===== config.mk =====
export PLATFORM = sky130hd
export DESIGN_NAME = integral_image_builder_flat
export DESIGN_NICKNAME = d
export VERILOG_FILES = /design/src/rtl/haar_pkg.sv /design/src/rtl/integral_image_builder_if.sv /design/src/rtl/ii_line_buffer.sv /design/src/rtl/integral_image_builder.sv /design/src/flat_wrapper.sv
export SDC_FILE = /design/constraint.sdc
export NUM_CORES = 1
export LEC_CHECK = 0
export CORE_UTILIZATION = 35
export DETAILED_ROUTE_END_ITERATION = 8
export GPL_ROUTABILITY_DRIVEN = 0
export PLACE_DENSITY = 0.47
export SYNTH_ARGS = -nofsm -noshare
export SYNTH_HDL_FRONTEND = slang
export SYNTH_SLANG_ARGS = --single-unit

===== constraint.sdc =====
create_clock -name clk -period 8 [get_ports clk]
set_clock_uncertainty 0.15 [all_clocks]
set_input_delay 1.6 -clock clk [delete_from_list [all_inputs] [get_ports clk]]
set_output_delay 1.6 -clock clk [all_outputs]
set_load 0.1 [all_outputs]

===== src/rtl/haar_pkg.sv =====
// Shared constants and FSM encoding for the Haar front end.
// Both the integral image builder and the classifier stage import this
// package so that window geometry and word widths stay in one place.
//   IMG_WIDTH / IMG_HEIGHT : window size in pixels
//   PIX_W                  : unsigned pixel width
//   II_W                   : integral word width (holds W*H*(2^PIX_W-1))
//   ADDR_W                 : integral-image RAM address width
package haar_pkg;

    localparam int IMG_WIDTH  = 20;
    localparam int IMG_HEIGHT = 20;
    localparam int PIX_W      = 8;
    localparam int II_W       = 17;
    localparam int ADDR_W     = 9;

    localparam int NUM_PIX    = IMG_WIDTH * IMG_HEIGHT;
    localparam int X_W        = $clog2(IMG_WIDTH);
    localparam int Y_W        = $clog2(IMG_HEIGHT);

    typedef enum logic [1:0] {
        IDLE  = 2'd0,
        RUN   = 2'd1,
        FLUSH = 2'd2
    } ii_state_t;

    function automatic logic [II_W-1:0] pix_to_ii(input logic [PIX_W-1:0] pix);
        return {{(II_W-PIX_W){1'b0}}, pix};
    endfunction

endpackage


===== src/rtl/integral_image_builder_if.sv =====
// Pixel-stream / RAM-write bundle of the integral image builder.
//   start, pix_data, pix_valid      : upstream control and pixel stream
//   pix_ready                       : builder accepts a pixel this cycle
//   wr_en, wr_addr, wr_data         : integral-image RAM write port
//   busy, frame_done                : window status
// slave  : the builder's view
// master : the view of whatever sources pixels and consumes status
interface integral_image_builder_if;
    import haar_pkg::*;

    logic              start;
    logic [PIX_W-1:0]  pix_data;
    logic              pix_valid;
    logic              pix_ready;
    logic              wr_en;
    logic [ADDR_W-1:0] wr_addr;
    logic [II_W-1:0]   wr_data;
    logic              busy;
    logic              frame_done;

    modport slave (
        input  start, pix_data, pix_valid,
        output pix_ready, wr_en, wr_addr, wr_data, busy, frame_done
    );

    modport master (
        output start, pix_data, pix_valid,
        input  pix_ready, wr_en, wr_addr, wr_data, busy, frame_done
    );

endinterface


===== src/rtl/ii_line_buffer.sv =====
// One-row line buffer holding the integral values of the previous row.
// Asynchronous read, synchronous write, no reset: every entry is written
// in row 0 before it is ever read (row 0 ignores the buffer).
//   clk      : clock
//   wr_en    : write strobe
//   wr_addr  : column to write
//   wr_data  : integral value to store
//   rd_addr  : column to read
//   rd_data  : stored integral value (combinational)
module ii_line_buffer #(
    parameter int DEPTH  = 20,
    parameter int DATA_W = 17,
    parameter int AW     = $clog2(DEPTH)
) (
    input  logic              clk,
    input  logic              wr_en,
    input  logic [AW-1:0]     wr_addr,
    input  logic [DATA_W-1:0] wr_data,
    input  logic [AW-1:0]     rd_addr,
    output logic [DATA_W-1:0] rd_data
);

    logic [DATA_W-1:0] mem [DEPTH];

    always_ff @(posedge clk) begin
        if (wr_en) begin
            mem[wr_addr] <= wr_data;
        end
    end

    assign rd_data = mem[rd_addr];

endmodule


===== src/rtl/integral_image_builder.sv =====
// Integral image builder: turns a raster-order pixel window into the
// inclusive integral image and writes each word to the shared RAM at
// address x + y*IMG_WIDTH, one word per accepted pixel.
//   clk    : clock, rising edge
//   reset  : asynchronous, active-low
//   bus    : slave side of integral_image_builder_if (pixel stream in,
//            RAM write port, busy/frame_done status out)
//
// state | meaning
// ------+-------------------------------------------------------------
// IDLE  | waiting for start (ignored in the cycle frame_done is high)
// RUN   | accepting pixels, one integral word written per transfer
// FLUSH | last word is on the write port; frame_done follows
module integral_image_builder
    import haar_pkg::*;
(
    input  logic                    clk,
    input  logic                    reset,
    integral_image_builder_if.slave bus
);

    ii_state_t         state, state_nxt;

    logic [X_W-1:0]    x;
    logic [Y_W-1:0]    y;
    logic [II_W-1:0]   row_sum;
    logic [ADDR_W-1:0] addr_cnt;

    logic              wr_en_q;
    logic [ADDR_W-1:0] wr_addr_q;
    logic [II_W-1:0]   wr_data_q;
    logic              frame_done_q;

    logic              xfer;
    logic              x_last, y_last, last_pix;
    logic              accept_start;
    logic [II_W-1:0]   lb_rd, rs, up, ii;

    assign xfer     = bus.pix_valid && (state == RUN);
    assign x_last   = (x == X_W'(IMG_WIDTH - 1));
    assign y_last   = (y == Y_W'(IMG_HEIGHT - 1));
    assign last_pix = x_last && y_last;

    // frame_done_q is high exactly in the first IDLE cycle after a window;
    // a start landing there belongs to the old window's handshake and is dropped.
    assign accept_start = (state == IDLE) && bus.start && !frame_done_q;

    always_comb begin
        rs = ((x == '0) ? '0 : row_sum) + pix_to_ii(bus.pix_data);
        up = (y == '0) ? '0 : lb_rd;
        ii = rs + up;
    end

    always_comb begin
        state_nxt = state;
        case (state)
            IDLE:    if (accept_start)     state_nxt = RUN;
            RUN:     if (xfer && last_pix) state_nxt = FLUSH;
            FLUSH:                         state_nxt = IDLE;
            default:                       state_nxt = IDLE;
        endcase
    end

    always_ff @(posedge clk or negedge reset) begin
        if (!reset) begin
            state <= IDLE;
        end else begin
            state <= state_nxt;
        end
    end

    always_ff @(posedge clk or negedge reset) begin
        if (!reset) begin
            x            <= '0;
            y            <= '0;
            row_sum      <= '0;
            addr_cnt     <= '0;
            wr_en_q      <= 1'b0;
            wr_addr_q    <= '0;
            wr_data_q    <= '0;
            frame_done_q <= 1'b0;
        end else begin
            wr_en_q      <= xfer;
            frame_done_q <= (state == FLUSH);

            if (accept_start) begin
                x        <= '0;
                y        <= '0;
                row_sum  <= '0;
                addr_cnt <= '0;
            end

            if (xfer) begin
                row_sum   <= rs;
                wr_data_q <= ii;
                wr_addr_q <= addr_cnt;
                // Raster order makes x + y*IMG_WIDTH a plain running count.
                addr_cnt  <= last_pix ? '0 : addr_cnt + 1'b1;
                if (x_last) begin
                    x <= '0;
                    y <= y_last ? '0 : y + 1'b1;
                end else begin
                    x <= x + 1'b1;
                end
            end
        end
    end

    ii_line_buffer #(
        .DEPTH  (IMG_WIDTH),
        .DATA_W (II_W),
        .AW     (X_W)
    ) u_line_buf (
        .clk     (clk),
        .wr_en   (xfer),
        .wr_addr (x),
        .wr_data (ii),
        .rd_addr (x),
        .rd_data (lb_rd)
    );

    assign bus.pix_ready  = (state == RUN);
    assign bus.busy       = (state != IDLE);
    assign bus.wr_en      = wr_en_q;
    assign bus.wr_addr    = wr_addr_q;
    assign bus.wr_data    = wr_data_q;
    assign bus.frame_done = frame_done_q;

endmodule


===== src/flat_wrapper.sv =====
// flat-port wrapper written by rule: the top's interface ports become plain ports
module integral_image_builder_flat import haar_pkg::*;
  (clk, reset, bus_start, bus_pix_data, bus_pix_valid, bus_pix_ready, bus_wr_en, bus_wr_addr, bus_wr_data, bus_busy, bus_frame_done);
  integral_image_builder_if bus_i ();
  input  logic clk;
  input  logic reset;
  input wire logic [$bits(bus_i.start)-1:0] bus_start;
  input wire logic [$bits(bus_i.pix_data)-1:0] bus_pix_data;
  input wire logic [$bits(bus_i.pix_valid)-1:0] bus_pix_valid;
  output wire logic [$bits(bus_i.pix_ready)-1:0] bus_pix_ready;
  output wire logic [$bits(bus_i.wr_en)-1:0] bus_wr_en;
  output wire logic [$bits(bus_i.wr_addr)-1:0] bus_wr_addr;
  output wire logic [$bits(bus_i.wr_data)-1:0] bus_wr_data;
  output wire logic [$bits(bus_i.busy)-1:0] bus_busy;
  output wire logic [$bits(bus_i.frame_done)-1:0] bus_frame_done;
  assign bus_i.start = bus_start;
  assign bus_i.pix_data = bus_pix_data;
  assign bus_i.pix_valid = bus_pix_valid;
  assign bus_pix_ready = bus_i.pix_ready;
  assign bus_wr_en = bus_i.wr_en;
  assign bus_wr_addr = bus_i.wr_addr;
  assign bus_wr_data = bus_i.wr_data;
  assign bus_busy = bus_i.busy;
  assign bus_frame_done = bus_i.frame_done;
  integral_image_builder u_core (.clk(clk), .reset(reset), .bus(bus_i));
endmodule

After elaboration in Yosys (flattened, before gate mapping)

Memory sizes are Yosys's and may differ from the RTL's.
Index checks and enable logic that the tools add are counted.
W data, S select, Z words.

Multiplexer cells: 19
Equal/unequal tests: 6
Reduce and logical (&&, ||, !) cells: 12
Add/sub/neg operators: 5

Operator list:

| cell                  | number |
|---|---|
| $mux W17              | 4 |
| $mux W5               | 7 |
| $mux W9               | 3 |
| $add A17 B17 Y17      | 1 |
| $add A17 B8 Y17       | 1 |
| $add A5 B1 Y5 const B | 2 |
| $eq A5 B5 Y1 const B  | 2 |
| $logic_not A5 Y1      | 2 |
| $add A9 B1 Y9 const B | 1 |
| $logic_and A1 B1 Y1   | 5 |
| $mux W2               | 2 |
| $ne A2 B1 Y1 const B  | 2 |
| $pmux W2 S2           | 1 |
| $reduce_bool A2 Y1    | 2 |
| $eq A2 B1 Y1 const B  | 1 |
| $eq A2 B2 Y1 const B  | 1 |
| $logic_not A2 Y1      | 1 |
| $mux W1               | 2 |
| $reduce_and A2 Y1     | 1 |
| $logic_not A1 Y1      | 1 |

Memories: 1
Logic and storage cells: 52
Input bits: 12
Bits in writable memories: 340
Flip-flop bits (word level): 66
Output and inout port bits: 30

Memories:

| name                  | words | bits a word | rd ports | clocked after memory_dff | wr ports | RTL line             | source |
|---|---|---|---|---|---|---|---|
| u_core.u_line_buf.mem | 20    | 17          | 1        | 0                        | 1        | ii_line_buffer.sv:23 | `logic [DATA_W-1:0] mem [DEPTH];` |

Depth between registers and ports, before layout

Gate-level depths: netlist of the first run.

Depth in word-level cells: 6
Depth in mapped cells: 27

Hierarchy

Synthesis of the first run repeated with hierarchy kept, for this count alone.

Cells, all modules: 1,186
Area total of the unflattened synthesis: 17,560.6 um^2

Modules (own cells, without submodules):

| module                 | area each (um^2) | cells an instance | instances |
|---|---|---|---|
| ii_line_buffer         | 13,256.5         | 705               | 1 |
| integral_image_builder | 4,304.1          | 481               | 1 |

Worst setup path before layout of the first run

No wires, ideal clock.

Path kind: register to register
Start: register u_core.x[1]
End: register u_core.wr_data_q[16], in the netlist u_core.bus.wr_data[16]
Setup slack: 1.919 ns
Stages on the path, launching flop included: 26
Arrival: 5.863 ns
Path through: dfrtp_1 buf_6 buf_2 buf_2 buf_1 inv_1 ha_1 or4b_1 buf_2 clkbuf_1 and2_1 ha_1 fa_1 a211oi_1 o21a_1 a21oi_1 nand2_1 xor2_1 a21oi_1 ha_1 a311oi_1 o21ai_0 a21oi_1 o21ai_0 xnor2_1 mux2_4

Longest elaborated chain between the ends: 4
Elaborated cells on any way between the ends: 6

RTL lines:

| item                     | RTL line                      | source |
|---|---|---|
| start: declaration       | integral_image_builder.sv:24  | `logic [X_W-1:0] x;` |
| start signal: assignment | integral_image_builder.sv:103 | `x <= x + 1'b1;` |
| $logic_not A5 Y1         | integral_image_builder.sv:49  | `rs = ((x == '0) ? '0 : row_sum) + pix_to_ii(bus.pix_data);` |
| $mux W17                 | integral_image_builder.sv:49  |  |
| $add A17 B8 Y17          | integral_image_builder.sv:49  |  |
| $add A17 B17 Y17 (*)     | integral_image_builder.sv:51  | `ii = rs + up;` |
| named net u_core.ii[16]  | integral_image_builder.sv:37  | `logic [II_W-1:0] lb_rd, rs, up, ii;` |
| end signal: assignment   | integral_image_builder.sv:95  | `wr_data_q <= ii;` |
| end: declaration         | integral_image_builder.sv:31  | `logic [II_W-1:0] wr_data_q;` |

The timed path passes the listed nets; every way through them passes the cells marked *.
A chain may end at the register's enable or synchronous reset.

Final worst setup path of the first run

Start: register u_core.x[0]
End: memory u_core.u_line_buf.mem[7][12], data pin

Longest elaborated chain between the ends: 4
Elaborated cells on any way between the ends: 6

RTL lines:

| item                    | RTL line |
|---|---|
| $logic_not A5 Y1        | integral_image_builder.sv:49 |
| $mux W17                | integral_image_builder.sv:49 |
| $add A17 B8 Y17         | integral_image_builder.sv:49 |
| $add A17 B17 Y17 (*)    | integral_image_builder.sv:51 |
| named net u_core.ii[12] | integral_image_builder.sv:37 |
| end: declaration        | ii_line_buffer.sv:23 |

Marks and branches as above.

==> results.json, run 1 <==
{
  "htree_levels": 2,
  "syn_inst": 1039,
  "ant_nets": 0,
  "cts_hold_buffers": 0,
  "synth-seq-cells": 406,
  "start_util_pct": 35.6,
  "grt_pass1_wl_um": 67100,
  "synth_common_cells": "340 x edfxtp_1, 99 x nand2_1, 84 x mux4_2, 84 x nor2_1, 66 x dfrtp_1",
  "synth_edf_count": 340,
  "grt_util_met1_pct": 26.8,
  "wl_per_cell_um": 25.4,
  "core_area_um2": 47900,
  "cts_buffers": 46,
  "finalHoldViolations": 0,
  "met2_usage_pct": 28.5,
  "layout.nets": 1159,
  "clock_path_buffers": 3,
  "grtUsageTotal_pct": 18.6,
  "busiest_layer": "met2",
  "startpoint_type": "flip-flop",
  "use_met3_pct": 4.02,
  "hold_depth": 1,
  "r2r_slack_ns": 1.72,
  "drt_iter0_drc": 667,
  "r2r_start": "u_core.x[0]$_DFFE_PN0P_",
  "final_core_util_pct": 41.8,
  "synth_top_area_cell": "edfxtp_1",
  "syn_avg_cell_area_um2": 16.4,
  "outcome": "completed",
  "setup_viol": 0,
  "wl_um": 44800,
  "clkTransAtPathRegs_ns": 0.06,
  "first_global_vias": 9757,
  "place_ws_ns": 1.73,
  "synth_ff_type": "edfxtp_1",
  "rsz0062_at_grt": "false",
  "synth_area_um2": 17100,
  "setup_slack_ns": 1.72,
  "min-delay-start": "u_core.state[0]$_DFFE_PN0P_",
  "drt_first_pass_iters": 5,
  "drc_errors": 0,
  "reg2reg_depth": 19,
  "fmax_ghz": 0.159,
  "cts.sinks": 406,
  "grt-ovfl-total": 0,
  "whs_endpoint": "u_core.bus.frame_done$_DFF_PN0_",
  "grt_start_max_net_pins": 67,
  "worstReg2RegEnd": "u_core.u_line_buf.mem[7][12]$_DFFE_PP_",
  "hpwl_um": 27100,
  "leakage_nw": 7.00,
  "rows": 80,
  "diodes": 0,
  "fin_crit_ns": 6.28,
  "die_width_um": 223,
  "syn-num-nets": 1084,
  "async_flop_share_pct": 16.3,
  "critPathArrivalTime_ns": 6.55,
  "viasPerCell": 5.34,
  "holdCritPathClass": "flip-flop to flip-flop",
  "setup_tns_ns": 0,
  "slew_headroom_pct": 17.5,
  "cts_tree": "done",
  "yosys_warnings": 0,
  "cp-end-kind": "flip-flop",
  "antenna_found_initial": 1,
  "synth.distinct_cells": 56,
  "die-height_um": 223,
  "cts_root_buf": "clkbuf_16",
  "cp_max_fo": 28,
  "yosysSeqAreaShare_pct": 69.4,
  "worst_pin_slew_ns": 1.23,
  "fin_crit_sh_pct": 78.5,
  "cap_violations": 0,
  "critical_path_class": "flip-flop to flip-flop",
  "dr_total_vias": 9429,
  "postCtsSetupBuffers": 0,
  "drive_above_1_share_pct": 19.8,
  "ioPinCount": 42,
  "worst_skew_pair.late_latency_ns": 0.58,
  "synth_top_area_share_pct": 59.8,
  "critPathRequiredTime_ns": 8.27,
  "die_area_um2": 49700,
  "maxSlewViolCount": 0,
  "cts-resized-gates": 0,
  "portBuffers": 41,
  "power_density_nw_per_um2": 457,
  "area_growth_pct": 17.2,
  "ir_worst_vdd_v": 0.000303,
  "holdWs_ns": 0.286,
  "synth_most_common_cell": "edfxtp_1",
  "synth_area_leaders": "edfxtp_1 60%, mux4_2 11%, dfrtp_1 9.7%, ha_1 2.3%, nand2_1 2.2%"
}
==> critical path, stage by stage, from the launching register on <==
cell	delay [ns]
dfrtp_4	0.70
inv_1	0.22
ha_1	0.24
or4b_1	0.82
and2_1	0.34
ha_1	0.28
a21o_1	0.15
a21oi_1	0.21
nor2b_1	0.07
o21ai_0	0.29
nor2b_1	0.21
xnor2_1	0.17
ha_1	0.34
a21o_1	0.20
a21o_1	0.19
a211o_1	0.35
nand3_1	0.13
nand2_1	0.08
xor2_1	0.64
buf_4	0.32
==> worst max path at each step <==
| stage | cells past startpoint | start | to | slack (ns) |
|---|---|---|---|---|
| detailed placement | 19 | u_core.x[0]$_DFFE_PN0P_ | u_core.u_line_buf.mem[6][12]$_DFFE_PP_ | 1.73 |
| global route | 19 | u_core.x[0]$_DFFE_PN0P_ | u_core.u_line_buf.mem[5][12]$_DFFE_PP_ | 1.25 |
| CTS | 19 | u_core.x[0]$_DFFE_PN0P_ | u_core.u_line_buf.mem[11][12]$_DFFE_PP_ | 1.68 |
| global placement | 20 | u_core.x[0]$_DFFE_PN0P_ | u_core.u_line_buf.mem[16][15]$_DFFE_PP_ | 1.81 |
| finish | 19 | u_core.x[0]$_DFFE_PN0P_ | u_core.u_line_buf.mem[7][12]$_DFFE_PP_ | 1.72 |
| floorplan | 25 | u_core.x[1]$_DFFE_PN0P_ | u_core.bus.wr_data[16]$_DFFE_PN0P_ | 1.92 |
==> sequential cells by signal, summed over array words and instances, names as in the netlist <==
signal	cells
u_core.bus.wr_en	1
u_core.bus.wr_addr	9
u_core.u_line_buf.mem	340
u_core.state	2
u_core.row_sum	17
u_core.y	5
u_core.addr_cnt	9
u_core.bus.frame_done	1
u_core.bus.wr_data	17
u_core.x	5
==> metal layers <==
metal,up-vias,routed length (µm)
met2,220,20400
met3,68,2210
met5,-,0
met1,4908,21200
li1,4233,-
met4,0,1000
==> final cells by class <==
type	count	area (µm²)
fill	4303	27900
tap	615	769
clock inverter	22	235
inverter	12	45.0
sequential	406	11900
clock buffer	64	1300
multi-input combinational	573	5140
timing repair buffer	75	663
==> logic make-up (layout without fill, tap and decap cells) <==
| family | count (synthesis) | in the layout | share of synthesized area [%] |
|---|---|---|---|
| AO/OA/AOI/OAI | 155 | 155 | 6.42 |
| multiplexers | 94 | 94 | 11.7 |
| buffers and inverters | 60 | 173 | 1.46 |
| flip-flops | 406 | 406 | 69.4 |
| adder cells (fa/ha/maj) | 33 | 33 | 2.50 |
| AND/OR/NAND/NOR | 259 | 259 | 6.81 |
| XOR/XNOR | 32 | 32 | 1.64 |
==> metrics by stage <==
| stage | instances | power, mW | area, µm² |
|---|---|---|---|
| floorplan | 1039 | 5.61 | 17100 |
| global placement | 1681 | 7.07 | 18500 |
| detailed placement | 1681 | 7.10 | 18500 |
| CTS | 1767 | 9.26 | 20000 |
| global route | 1767 | 9.59 | 20000 |
| finish | 1767 | 9.15 | 20000 |
==> cell usage in the layout, fill, tap and decap left out, types with 7 or more instances in the layout <==
cell             count
a21oi_1             20
a21o_1              15
clkbuf_16           48
xor2_1              15
dfrtp_1             64
nor2_4              15
nand2_1             99
nand2b_1             8
a221oi_1            32
xnor2_1             13
mux4_2              84
clkdlybuf4s50_1     40
and3_1              13
clkbuf_1            12
and2_1              10
clkinv_2             7
o21ai_0             36
clkinv_1             7
a22o_1               9
ha_1                31
nor2b_1              8
nand3_1             13
nor2_1              65
inv_1               11
edfxtp_1           340
buf_4               35
==> power by group <==
group	leakage (nW)	internal (mW)	switching, mW
sequential	3.97	3.32	0.164
clock	0.745	1.27	0.863
combinational	2.28	1.05	2.48
Power figures use the tool's default switching activity.
==> inputs of run 2 (changes only) <==
--- a/config.mk
+++ b/config.mk
@@ -8,7 +8,7 @@
 export CORE_UTILIZATION = 35
 export DETAILED_ROUTE_END_ITERATION = 8
 export GPL_ROUTABILITY_DRIVEN = 0
-export PLACE_DENSITY = 0.47
+export PLACE_DENSITY = 0.49
 export SYNTH_ARGS = -nofsm -noshare
 export SYNTH_HDL_FRONTEND = slang
 export SYNTH_SLANG_ARGS = --single-unit
==> constraint.sdc (replaced) <==
create_clock -name clk -period 5.4 [get_ports clk]
set_clock_uncertainty 0.15 [all_clocks]
set_input_delay 1.08 -clock clk [delete_from_list [all_inputs] [get_ports clk]]
set_output_delay 1.08 -clock clk [all_outputs]
set_load 0.1 [all_outputs]
==> results.json, run 2 (synthesis gave the netlist of run 1 again) <==
{
  "layout_commonest_cell": "edfxtp_1",
  "critPathArrivalTime_ns": 5.53,
  "cts.sinks": 406,
  "largest_reg_flops": 340,
  "grt_start_max_net_pins": 72,
  "critical_path_class": "flip-flop to flip-flop",
  "cts_root_buf": "clkbuf_16",
  "clock_path_buffers": 3,
  "cap_violations": 0,
  "use_met3_pct": 2.81,
  "fin_crit_sh_pct": 97.0,
  "grt_pass1_wl_um": 65600,
  "drt_first_pass_iters": 7,
  "rows": 80,
  "worst_pin_slew_ns": 1.22,
  "antenna_found_initial": 0,
  "fmax_ghz": 0.191,
  "grt_util_met1_pct": 26.3,
  "cp_max_fo": 11,
  "hpwl_um": 26900,
  "max_stage_delay_ns": 0.53,
  "outcome": "completed",
  "startpoint_type": "flip-flop",
  "final_area_um2": 20400,
  "fillCellCount": 4263,
  "core_area_um2": 47900,
  "crit_path_cell_trace": "inv_1, ha_2, or4b_4, and2_1, ha_1, fa_2, a211oi_1, o21a_1, a21oi_1, and3_1, xnor2_2, ha_2, nand2_1, nor2_1, nand2_1, o21ai_2, xnor2_4, mux2_4",
  "ant_nets": 0,
  "cp-end-kind": "flip-flop",
  "postPlaceCellArea_um2": 18900,
  "portBuffers": 41,
  "drive_above_1_share_pct": 24.6,
  "setup_slack_ns": 0.164,
  "dr_total_vias": 9715,
  "met2_usage_pct": 27.7,
  "finalPower_mw": 13.6,
  "finalHoldViolations": 0,
  "drc_errors": 0,
  "ir_worst_vdd_v": 0.000606,
  "die_area_um2": 49700,
  "htree_levels": 2,
  "crit_slowest_cell": "or4b_4",
  "die_width_um": 223,
  "die-height_um": 223,
  "grt-ovfl-total": 0,
  "top_register": "u_core.u_line_buf.mem",
  "setup_viol": 0,
  "setup_tns_ns": 0,
  "wl_um": 44200,
  "layout.nets": 1210,
  "place_ws_ns": 0.0599,
  "critPathRequiredTime_ns": 5.70,
  "grtUsageTotal_pct": 18.1,
  "slew_headroom_pct": 18.4,
  "fin_crit_ns": 5.24,
  "first_global_vias": 9911,
  "rsz0062_at_grt": "true",
  "maxSlewViolCount": 0,
  "area_growth_pct": 19.7,
  "cts_buffers": 44,
  "ioPinCount": 42,
  "final_cell_mix": "340 x edfxtp_1, 99 x nand2_1, 84 x mux4_2, 80 x buf_4",
  "drt_iter0_drc": 733,
  "worst_skew_pair.late_latency_ns": 0.57,
  "power_density_nw_per_um2": 667,
  "start_util_pct": 35.6,
  "leakage_nw": 7.26,
  "viasPerCell": 5.35,
  "busiest_layer": "met2",
  "wl_per_cell_um": 24.3,
  "cts_tree": "done",
  "clkTransAtPathRegs_ns": 0.06,
  "holdCritPathClass": "flip-flop to flip-flop"
}
==> run 2: cell type report <==
| cell class | count | area [µm²] | area share (%) |
|---|---|---|---|
| tap | 615 | 769 | 3.76 |
| timing repair buffer | 126 | 1120 | 5.48 |
| inverter | 12 | 45.0 | 0.220 |
| sequential | 406 | 11900 | 58.1 |
| clock inverter | 21 | 170 | 0.832 |
| clock buffer | 60 | 1180 | 5.78 |
| multi-input combinational | 575 | 5280 | 25.8 |
| antenna | 1 | 2.50 | 0.0122 |
==> run 2: per-stage QoR <==
stage,hold slack (ns),instances,utilization [%]
after detailed placement,0.279,1732,39.5
after floorplan,0.258,1039,-
after CTS,0.292,1813,42.3
final,0.288,1816,42.6
after global placement,0.269,1732,39.5
after global routing,0.313,1815,42.6
==> run 2: report_power, final <==
part | switching (mW) | internal (mW) | total (mW)
clock network | 1.23 | 1.63 | 2.86
logic | 3.81 | 1.93 | 5.74
registers | 0.135 | 4.91 | 5.04
total | 5.17 | 8.47 | 13.6
==> run 2: per-layer routing <==
layer	share of wire, %	routed length (µm)
met5	0	0
met4	2.5	1090
met1	47	20900
met2	46	20100
met3	4.6	2020
==> run 2: final timing paths <==
kind | from | to | slack [ns] | depth (start not counted)
max in group asynchronous | reset | u_core.x[0]$_DFFE_PN0P_ | 3.90 | 1
hold reg to reg | u_core.state[0]$_DFFE_PN0P_ | u_core.bus.frame_done$_DFF_PN0_ | 0.29 | 1
setup / recovery | u_core.x[0]$_DFFE_PN0P_ | u_core.bus.wr_data[16]$_DFFE_PN0P_ | 0.16 | 18
setup reg to reg | u_core.x[0]$_DFFE_PN0P_ | u_core.bus.wr_data[16]$_DFFE_PN0P_ | 0.16 | 18
hold / removal | u_core.state[0]$_DFFE_PN0P_ | u_core.bus.frame_done$_DFF_PN0_ | 0.29 | 1
min in group asynchronous | reset | u_core.bus.wr_addr[1]$_DFFE_PN0P_ | 0.50 | 1
==> run 2: repair_timing <==
item,CTS,global route
hold buffers,0,0
resized for setup,0,13
hold endpoints to repair,0,0
endpoints found under the setup margin,0,146
setup buffers,0,0
==> run 2: critical path: cells and delay by family, from the launching register on <==
| family | cells | cell delay [ns] |
|---|---|---|
| DFF | 1 | 0.49 |
| adders and majority gates | 4 | 1.21 |
| and+or+nand+nor | 6 | 1.34 |
| buffers and inverters | 1 | 0.09 |
| AOI/OAI and AO/OA | 4 | 1.08 |
| muxes | 1 | 0.32 |
| xor gates and xnor gates | 2 | 0.41 |
==> inputs of run 3 (changes only) <==
--- a/config.mk
+++ b/config.mk
@@ -6,6 +6,7 @@
 export NUM_CORES = 1
 export LEC_CHECK = 0
 export CORE_UTILIZATION = 35
+export CTS_CLUSTER_SIZE = 8
 export DETAILED_ROUTE_END_ITERATION = 8
 export GPL_ROUTABILITY_DRIVEN = 0
 export PLACE_DENSITY = 0.49
==> results.json, run 3 (synthesis gave the netlist of run 1 again) <==
{
  "outcome": "completed",
  "cts_root_buf": "clkbuf_16",
  "power.combinational.fraction_pct": 41.2,
  "hold_depth": 1,
  "dr_total_vias": 9684,
  "grt_pass1_wl_um": 65800,
  "grt-ovfl-total": 0,
  "switching_share_pct": 37.3,
  "crit_start": "u_core.x[0]$_DFFE_PN0P_",
  "internal-power_mw": 8.72,
  "setup_tns_ns": 0,
  "portBuffers": 41,
  "setup_viol": 0,
  "finalHoldViolations": 0,
  "leakage_nw": 7.32,
  "rows": 80,
  "cts_hold_buffers": 0,
  "cp_max_fo": 11,
  "hpwl_um": 26900,
  "antenna_found_initial": 0,
  "critPathArrivalTime_ns": 5.57,
  "drt_first_pass_iters": 5,
  "fin_crit_ns": 5.24,
  "cts-resized-gates": 0,
  "die_area_um2": 49700,
  "cts_buffers": 56,
  "final_cell_mix": "340 x edfxtp_1, 99 x nand2_1, 84 x mux4_2, 80 x buf_4",
  "die_width_um": 223,
  "drt_iter0_drc": 634,
  "fillCellCount": 4249,
  "switchingPower_mw": 5.19,
  "core_area_um2": 47900,
  "multi_input_area_um2": 5270,
  "drc_errors": 0,
  "clkPwrFrac_pct": 22.5,
  "viasPerCell": 5.34,
  "wl_per_cell_um": 24.3,
  "area_growth_pct": 20.6,
  "clkTransAtPathRegs_ns": 0.06,
  "largest_reg_flops": 340,
  "min-delay-start": "u_core.state[0]$_DFFE_PN0P_",
  "highest_layer": "met4",
  "seqCellArea_um2": 11900,
  "die-height_um": 223,
  "cts_tree": "done",
  "drive_above_1_share_pct": 24.4,
  "grt_start_max_net_pins": 72,
  "clock_path_buffers": 3,
  "ioPinCount": 42,
  "cap_violations": 0,
  "ant_nets": 0,
  "startpoint_type": "flip-flop",
  "maxSlewViolCount": 0,
  "finalPower_mw": 13.9,
  "worst_pin_slew_ns": 1.24,
  "diodes": 0,
  "postCtsSetupBuffers": 0,
  "worst_skew_pair.late_latency_ns": 0.60,
  "start_util_pct": 35.6,
  "wl_met2_um": 20300,
  "reg2reg_depth": 18,
  "power_density_nw_per_um2": 675,
  "layout_commonest_cell": "edfxtp_1",
  "critPathRequiredTime_ns": 5.73,
  "holdCritPathClass": "flip-flop to flip-flop",
  "ir_worst_vdd_v": 0.000575,
  "layout.nets": 1221,
  "r2r_start": "u_core.x[0]$_DFFE_PN0P_",
  "top_register": "u_core.u_line_buf.mem",
  "grtUsageTotal_pct": 18.1,
  "seqPwrFrac_pct": 36.3,
  "fmax_ghz": 0.191,
  "cts.sinks": 406,
  "htree_levels": 2,
  "met1_length_um": 21000,
  "critical_path_class": "flip-flop to flip-flop",
  "fin_crit_sh_pct": 97.1,
  "wl_um": 44100,
  "slew_headroom_pct": 16.6,
  "first_global_vias": 10048,
  "wl_met3_um": 1740,
  "rsz0062_at_grt": "true",
  "cp-end-kind": "flip-flop"
}
run 3: changes by cell type in the layout (fill, tap and decap cells not counted), sizes merged:
cell	delta
clkinvlp	-1
clkinv	-14
diode	-1
bufinv	-2
xor2	-1
clkbuf	+17
run 3: final cells by class:
type,count,area share (%)
flip-flops and latches,406,57.6
inverters,12,0.219
clock buffers,77,7.18
clock inverters,4,0.237
repair buffers,126,5.44
well taps,615,3.73
multi-input cells,574,25.6
run 3: worst paths after layout:
check | slack (ns) | endpoint
max in group asynchronous | 3.94 | u_core.x[0]$_DFFE_PN0P_
setup / recovery | 0.16 | u_core.bus.wr_data[16]$_DFFE_PN0P_
hold / removal | 0.29 | u_core.bus.frame_done$_DFF_PN0_
setup reg to reg | 0.16 | u_core.bus.wr_data[16]$_DFFE_PN0P_
min in group asynchronous | 0.47 | u_core.bus.wr_addr[1]$_DFFE_PN0P_
hold reg to reg | 0.29 | u_core.bus.frame_done$_DFF_PN0_
run 3: worst max-delay path, stage by stage (launching register included):
cell and delay (ns):
dfrtp_4 0.49, inv_1 0.09, ha_2 0.17, or4b_4 0.53, and2_1 0.19, ha_1 0.21
fa_2 0.39, a211oi_1 0.28, o21a_1 0.24, a21oi_1 0.15, and3_1 0.26, xnor2_2 0.17
ha_2 0.44, nand2_1 0.12, nor2_1 0.16, nand2_1 0.08, o21ai_2 0.41, xnor2_4 0.23
mux2_4 0.32
run 3: per-stage QoR:
stage / utilization (%) / instances / hold slack [ns] / setup WS, ns / area (µm²)
6_report: 43.0 / 1814 / 0.287 / 0.157 / 20600
5_1_grt: 43.0 / 1814 / 0.321 / -0.0638 / 20600
4_1_cts: 42.7 / 1813 / 0.295 / 0.0295 / 20500
3_5_place_dp: 39.5 / 1732 / 0.279 / 0.0599 / 18900
3_3_place_gp: 39.5 / 1732 / 0.269 / 0.0497 / 18900
2_1_floorplan: - / 1039 / 0.258 / -0.00179 / 17200
run 3: metal layers:
metal | vias up | track usage, %
li1 | 4355 | -
met1 | 5062 | 26.2
met2 | 208 | 28.0
met3 | 59 | 2.81
met4 | 0 | 5.96
met5 | - | 0
run 3: power by group through the flow:
stage	combinational, mW	clock [mW]	sequential [mW]
floorplan	2.82	0	5.56
global placement	5.73	0	5.10
finish	5.73	3.13	5.05
global route	6.20	3.35	5.09
detailed placement	5.79	0	5.11
CTS	5.79	3.21	5.06
